<file path="config.mk">
export PLATFORM = sky130hd
export DESIGN_NAME = seq_muldiv_ctrl
export DESIGN_NICKNAME = d
export VERILOG_FILES = /design/src/rtl/seq_muldiv_pkg.sv /design/src/rtl/seq_muldiv_step.sv /design/src/rtl/seq_muldiv_ctrl.sv
export SDC_FILE = /design/constraint.sdc
export NUM_CORES = 1
export LEC_CHECK = 0
export CORE_MARGIN = 2
export CORE_UTILIZATION = 62
export DETAILED_ROUTE_END_ITERATION = 7
export PLACE_DENSITY = 0.85
export SYNTH_ARGS = -nofsm -noshare
export SYNTH_HDL_FRONTEND = slang
export SYNTH_SLANG_ARGS = --single-unit
</file>
<file path="constraint.sdc">
create_clock -name clk -period 6.3 [get_ports clk]
set_clock_uncertainty 0.15 [all_clocks]
set_input_delay 1.26 -clock clk [delete_from_list [all_inputs] [get_ports clk]]
set_output_delay 1.26 -clock clk [all_outputs]
set_load 0.02 [all_outputs]
</file>
<file path="src/rtl/seq_muldiv_pkg.sv">
`default_nettype none
// ============================================================================
// seq_muldiv_pkg : shared FSM encoding, opcode constants and counter sizing
// Revision: 1.0
// ============================================================================
package seq_muldiv_pkg;

  typedef enum logic [1:0] {
    ST_IDLE = 2'd0,
    ST_CALC = 2'd1,
    ST_DONE = 2'd2
  } state_e;

  localparam logic OP_MUL = 1'b0;
  localparam logic OP_DIV = 1'b1;

  // Bits needed to count 0..value-1; never less than one bit.
  function automatic int clog2(input int value);
    int r;
    r = 0;
    for (int i = 0; i < 31; i++) begin
      if ((1 << i) < value) r = i + 1;
    end
    return (r < 1) ? 1 : r;
  endfunction

endpackage
`default_nettype wire

</file>
<file path="src/rtl/seq_muldiv_step.sv">
`default_nettype none
// ============================================================================
// seq_muldiv_step : one combinational shift-add multiply / restoring divide step
// Revision: 1.0
// ============================================================================
module seq_muldiv_step
  import seq_muldiv_pkg::*;
#(
  parameter int WIDTH = 4
) (
  input  logic               op,
  input  logic [2*WIDTH-1:0] acc,
  input  logic [2*WIDTH-1:0] mcand,
  input  logic [WIDTH-1:0]   mplier,
  input  logic [WIDTH-1:0]   rem,
  input  logic [WIDTH-1:0]   quo,
  input  logic [WIDTH-1:0]   divisor,
  output logic [2*WIDTH-1:0] acc_nxt,
  output logic [2*WIDTH-1:0] mcand_nxt,
  output logic [WIDTH-1:0]   mplier_nxt,
  output logic [WIDTH-1:0]   rem_nxt,
  output logic [WIDTH-1:0]   quo_nxt
);

  // Partial remainder needs one extra bit before the trial subtraction.
  logic [WIDTH:0] rem_sh;
  logic           rem_ge;

  assign rem_sh = {rem, quo[WIDTH-1]};
  assign rem_ge = (rem_sh >= {1'b0, divisor});

  always_comb begin
    acc_nxt    = acc;
    mcand_nxt  = mcand;
    mplier_nxt = mplier;
    rem_nxt    = rem;
    quo_nxt    = quo;
    if (op == OP_MUL) begin
      acc_nxt    = mplier[0] ? (acc + mcand) : acc;
      mcand_nxt  = {mcand[2*WIDTH-2:0], 1'b0};
      mplier_nxt = {1'b0, mplier[WIDTH-1:1]};
    end else begin
      // The true difference is below the divisor, so the low WIDTH bits suffice.
      rem_nxt = rem_ge ? (rem_sh[WIDTH-1:0] - divisor) : rem_sh[WIDTH-1:0];
      quo_nxt = {quo[WIDTH-2:0], rem_ge};
    end
  end

endmodule
`default_nettype wire

</file>
<file path="src/rtl/seq_muldiv_ctrl.sv">
`default_nettype none
// ============================================================================
// seq_muldiv_ctrl : start/done sequencer for iterative unsigned multiply/divide
// Optional: SEQ_MULDIV_EARLY_TERM_EN ends a multiply once the multiplier is 0.
// Revision: 1.0
// ============================================================================
module seq_muldiv_ctrl
  import seq_muldiv_pkg::*;
#(
  parameter int WIDTH = 4
) (
  input  logic               clk,
  input  logic               rst,
  input  logic               start,
  input  logic               op,
  input  logic [WIDTH-1:0]   a,
  input  logic [WIDTH-1:0]   b,
  output logic               busy,
  output logic               done,
  output logic [2*WIDTH-1:0] result,
  output logic               div_zero
);

  localparam int             CW       = clog2(WIDTH);
  localparam logic [CW-1:0]  CNT_LAST = CW'(WIDTH - 1);

  state_e               state_q, state_d;
  logic [CW-1:0]        cnt_q, cnt_d;
  logic                 op_q, op_d;
  logic [2*WIDTH-1:0]   acc_q, acc_d;
  logic [2*WIDTH-1:0]   mcand_q, mcand_d;
  logic [WIDTH-1:0]     mplier_q, mplier_d;
  logic [WIDTH-1:0]     rem_q, rem_d;
  logic [WIDTH-1:0]     quo_q, quo_d;
  logic [WIDTH-1:0]     divisor_q, divisor_d;
  logic [2*WIDTH-1:0]   result_q, result_d;
  logic                 div_zero_q, div_zero_d;

  logic [2*WIDTH-1:0]   acc_nxt, mcand_nxt;
  logic [WIDTH-1:0]     mplier_nxt, rem_nxt, quo_nxt;
  logic                 early_done;

  seq_muldiv_step #(
    .WIDTH (WIDTH)
  ) u_step (
    .op         (op_q),
    .acc        (acc_q),
    .mcand      (mcand_q),
    .mplier     (mplier_q),
    .rem        (rem_q),
    .quo        (quo_q),
    .divisor    (divisor_q),
    .acc_nxt    (acc_nxt),
    .mcand_nxt  (mcand_nxt),
    .mplier_nxt (mplier_nxt),
    .rem_nxt    (rem_nxt),
    .quo_nxt    (quo_nxt)
  );

`ifdef SEQ_MULDIV_EARLY_TERM_EN
  assign early_done = (op_q == OP_MUL) && (mplier_nxt == '0);
`else
  assign early_done = 1'b0;
`endif

  always_comb begin
    state_d    = state_q;
    cnt_d      = cnt_q;
    op_d       = op_q;
    acc_d      = acc_q;
    mcand_d    = mcand_q;
    mplier_d   = mplier_q;
    rem_d      = rem_q;
    quo_d      = quo_q;
    divisor_d  = divisor_q;
    result_d   = result_q;
    div_zero_d = div_zero_q;

    case (state_q)
      ST_IDLE, ST_DONE: begin
        state_d = ST_IDLE;
        if (start) begin
          state_d   = ST_CALC;
          cnt_d     = '0;
          op_d      = op;
          acc_d     = '0;
          mcand_d   = {{WIDTH{1'b0}}, a};
          mplier_d  = b;
          rem_d     = '0;
          quo_d     = a;
          divisor_d = b;
        end
      end
      ST_CALC: begin
        cnt_d    = cnt_q + CW'(1);
        acc_d    = acc_nxt;
        mcand_d  = mcand_nxt;
        mplier_d = mplier_nxt;
        rem_d    = rem_nxt;
        quo_d    = quo_nxt;
        // With a zero divisor every trial subtract succeeds, so the
        // quotient fills with ones and the dividend shifts into rem.
        if ((cnt_q == CNT_LAST) || early_done) begin
          state_d    = ST_DONE;
          result_d   = (op_q == OP_DIV) ? {rem_nxt, quo_nxt} : acc_nxt;
          div_zero_d = (op_q == OP_DIV) && (divisor_q == '0);
        end
      end
      default: state_d = ST_IDLE;
    endcase
  end

  always_ff @(posedge clk or posedge rst) begin
    if (rst) begin
      state_q    <= ST_IDLE;
      cnt_q      <= '0;
      op_q       <= 1'b0;
      acc_q      <= '0;
      mcand_q    <= '0;
      mplier_q   <= '0;
      rem_q      <= '0;
      quo_q      <= '0;
      divisor_q  <= '0;
      result_q   <= '0;
      div_zero_q <= 1'b0;
    end else begin
      state_q    <= state_d;
      cnt_q      <= cnt_d;
      op_q       <= op_d;
      acc_q      <= acc_d;
      mcand_q    <= mcand_d;
      mplier_q   <= mplier_d;
      rem_q      <= rem_d;
      quo_q      <= quo_d;
      divisor_q  <= divisor_d;
      result_q   <= result_d;
      div_zero_q <= div_zero_d;
    end
  end

  assign busy     = (state_q == ST_CALC);
  assign done     = (state_q == ST_DONE);
  assign result   = result_q;
  assign div_zero = div_zero_q;

endmodule
`default_nettype wire

</file>
==> summary.md <==
| Metric | Value |
|---|---|
| Clock root cell | sky130_fd_sc_hd__clkbuf_8 |
| Launching element type of the critical path | register |
| Worst Path Arrival | just under 2 ns |
| Via count of the first global-routing pass | 2211 |
| Number of placed I/O pins | 23 |
| Critical path origin | state_q[1]$_DFFE_PP0P_ |
| Setup Viol. Count Final | 0 |
| Pin count of the biggest net entering global routing | 47 |
| Number of instances on the worst hold path | 2 |
| Max incr delay on CP | 0.66 ns |
| Number of buffers created by CTS | 5 |
| Area fraction of the dominant cell type after synthesis | 43.5% |
| Drt first-iter violations | around 150 |
| R2R depth | 7 |
| Total detailed-routing wirelength | between 6 and 7 mm |
| Worst setup slack after placement | approximately 3.2 ns |
| Starting utilization of the core area | around two thirds |
| Mapped cell area | 2650 µm² |
| Final Critical Period | 3.37 ns |
| HPWL after DPL | roughly 4.4 mm |
| Grt ovf | 0 |
| Sequence of cells on the critical path | nand2b_1 -> inv_2 -> clkdlybuf4s50_1 |
| Chip Height | 69.3 µm |
| Clk_lat worst skew | 0.30 ns |
| Peak supply drop | between 0.3 and 0.4 mV |
| Class of the worst hold path | register to register |
| Drt pass-1 iters | 4 |
| Warnings, synthesis | 0 |
| PD cells | 545 nW/µm² |
| Vias after detailed routing | 2148 |
| First-pass GRT wire length | 10.5 mm |
| Library cell occupying the most area in the post-synthesis netlist | sky130_fd_sc_hd__dfrtp_1 |
| Clock transition time at the flip-flop clock pins of the worst setup and hold paths | 0.08 ns |
| Sequential-to-total area share from yosys stat | 43.5% |
| Signed area change from the synthesized netlist to the final layout | 14.4% |
| Wirelength per Cell | 17.0 µm |
| Die Area | 4810 µm² |
| End of the worst register-to-register path | result[6]$_DFFE_PP0P_ |
| LEAKAGE | 1.42 nW |
| Share of synthesized registers carrying an async set or reset | 100% |
| Synth cell count leaders | sky130_fd_sc_hd__nand2_1 (54), sky130_fd_sc_hd__dfrtp_1 (46), sky130_fd_sc_hd__o21ai_0 (20), sky130_fd_sc_hd__ha_1 (12), sky130_fd_sc_hd__nor2_1 (12) |
| Number of antenna violations at the first check in global routing | 0 |
| # Max-Cap Violations | 0 |
| Hold Buf Count CTS | 0 |
| Post-route antenna net violation count | 0 |
| EDFF count, synth | 0 |
| Reg-to-Reg Start | acc_q[0]$_DFFE_PP0P_ |
| Worst-Margin Slew | 0.931 ns |
| Gate count of the mapped netlist | 286 |
| Unique cell type count in the Yosys netlist | between 50 and 60 |
| Critical Path Slowest Stage Cell | sky130_fd_sc_hd__clkdlybuf4s50_1 |
| Total number of nets in the final design | 330 |
| Final Hold Fails | 0 |
| Number of remaining DRC errors | 0 |
| Fraction of final layout cells with drive strength greater than 1 | under 10% |
| GRT Util Overall | between 20% and 30% |
| Total stage count of the critical path | 3 |
| Most common flop cell mapped by yosys | sky130_fd_sc_hd__dfrtp_1 |
| Fin worst setup slack | 2.93 ns |
| Unrepaired setup endpoints after global routing | false |
| Total Negative Setup Slacks | 0 ns |
| Fin crit share | a little over half |
| Std-Cell Rows | 23 |
| Number of flip-flops and latches in the synthesized netlist | 46 |
| Placeable Area | just over 4000 µm² |
| Quantity of gates resized following cts | 0 |
| Worst-case headroom to the max-slew limit | between 30% and 40% |
| Run status | finished clean |
| Required time of the critical path | 4.89 ns |
| Number of cells after detailed placement | around 350 |
| Count of buffer and inverter cells on the critical path | 2 |
| Post-CTS setup buffer count | 0 |
| Kind of capture point of the worst setup path | output pin |
| Top delay family on crit path | buffers and inverters |
| H-Tree Depth | 2 |
| Capture point of the critical path | busy |
| Most area-consuming cells after synthesis | sky130_fd_sc_hd__dfrtp_1 (43%), sky130_fd_sc_hd__nand2_1 (7.7%), sky130_fd_sc_hd__ha_1 (5.7%) |
| Post-Syn Nets | 312 |
| Number of clock sinks | 46 |
| Post-layout total power | 1.65 mW |
| Chip width | between 60 and 70 µm |
| Worst reg2reg setup slack | 3.73 ns |
| Total of buffers placed on input and output ports | 22 |
| Worst setup path class | register to output pin |
| Most numerous cell in the Yosys netlist | sky130_fd_sc_hd__nand2_1 |
| Number of vias per cell after detailed routing | 6.05 |
| Slew Limit Fails | 0 |
| Gpl congestion | approximately 0.84 |
| Peak Freq | 297 MHz |
| Post-synthesis average cell area | slightly above 9 µm² |
| Number of antenna cells inserted | 0 |
| CTS tree | done |
| Biggest fanout along the worst timing path | 13 |
| Max Root-Sink Buffers | 2 |
| Non-Filler Instances | 355 |
## how the worst min path moves through the flow
stage                     startpoint                    end
3_5_place_dp    div_zero$_DFFE_PP0P_   div_zero$_DFFE_PP0P_
4_1_cts         div_zero$_DFFE_PP0P_   div_zero$_DFFE_PP0P_
6_report        div_zero$_DFFE_PP0P_   div_zero$_DFFE_PP0P_
2_1_floorplan   quo_q[3]$_DFFE_PP0P_   quo_q[3]$_DFFE_PP0P_
5_1_grt        result[7]$_DFFE_PP0P_  result[7]$_DFFE_PP0P_
3_3_place_gp    quo_q[3]$_DFFE_PP0P_   quo_q[3]$_DFFE_PP0P_
## where the power goes
part / internal [mW] / total [mW] / switching (mW)
clock network: 0.169 / 0.271 / 0.102
registers: 0.419 / 0.546 / 0.127
logic: 0.349 / 0.831 / 0.482
total: 0.938 / 1.65 / 0.711
## layout make-up
| cell class | instances | area (µm²) |
|---|---|---|
| inverter | 12 | 45.0 |
| tap | 50 | 62.6 |
| sequential | 46 | 1150 |
| timing repair buffer | 23 | 228 |
| clock inverter | 2 | 60.1 |
| multi-input combinational | 216 | 1400 |
| clock buffer | 6 | 82.6 |
| fill | 289 | 1030 |
## kinds of logic (layout without fill, tap and decap cells)
group                    after synthesis  in the layout  share of synthesized area [%]
flip-flops                            46             46                           43.5
AO/OA/AOI/OAI                         71             71                           18.2
buffers and inverters                 24             43                           3.64
XOR/XNOR                               5              5                           1.66
AND/OR/NAND/NOR                      115            115                           21.6
multiplexers                          11             11                           4.26
adder cells (fa/ha/maj)               14             14                           7.19
## flip-flops by register name (all words and copies together) (netlist names)
name / cells
acc_q: 8
cnt_q: 2
div_zero: 1
divisor_q: 4
mcand_q: 8
mplier_q: 4
op_q: 1
quo_q: 4
rem_q: 4
result: 8
state_q: 2
## tightest hold or removal path, cell delays in order (launching register included)
cell                      delay (ns)
sky130_fd_sc_hd__dfrtp_1        0.35
sky130_fd_sc_hd__nand2_1        0.04
sky130_fd_sc_hd__o21ai_0        0.06
## metrics by stage
step	cell area, µm²	utilization (%)	hold WS [ns]
finish	3030	74.6	0.331
global route	3030	74.6	0.381
CTS	3030	74.6	0.338
detailed placement	2890	71.1	0.319
global placement	2890	71.1	0.312
floorplan	2650	-	0.296
## layout by cell type (no fill, tap or decap), drive strengths merged, types with 3 or more instances in the layout
cell type	synthesis	routed
ha	12	12
and2	3	3
nand3	11	11
o21a	4	4
nor2	14	14
nor3	5	5
o211ai	3	3
a21oi	7	7
o21ai	25	25
a21o	4	4
nand2	54	54
a31oi	4	4
clkdlybuf4s50	0	22
a22oi	4	4
dfrtp	46	46
xnor2	3	3
inv	12	12
clkbuf	6	6
a22o	4	4
mux2i	9	9
and3	3	3
nor2b	6	6
nand2b	5	5
## routing by layer
metal / wire (µm) / GRT usage (%)
met3: 322 / 4.22
met2: 2950 / 44.6
met5: 0 / 0
met1: 2700 / 38.4
met4: 67 / 6.10
Power figures use the tool's default switching activity.
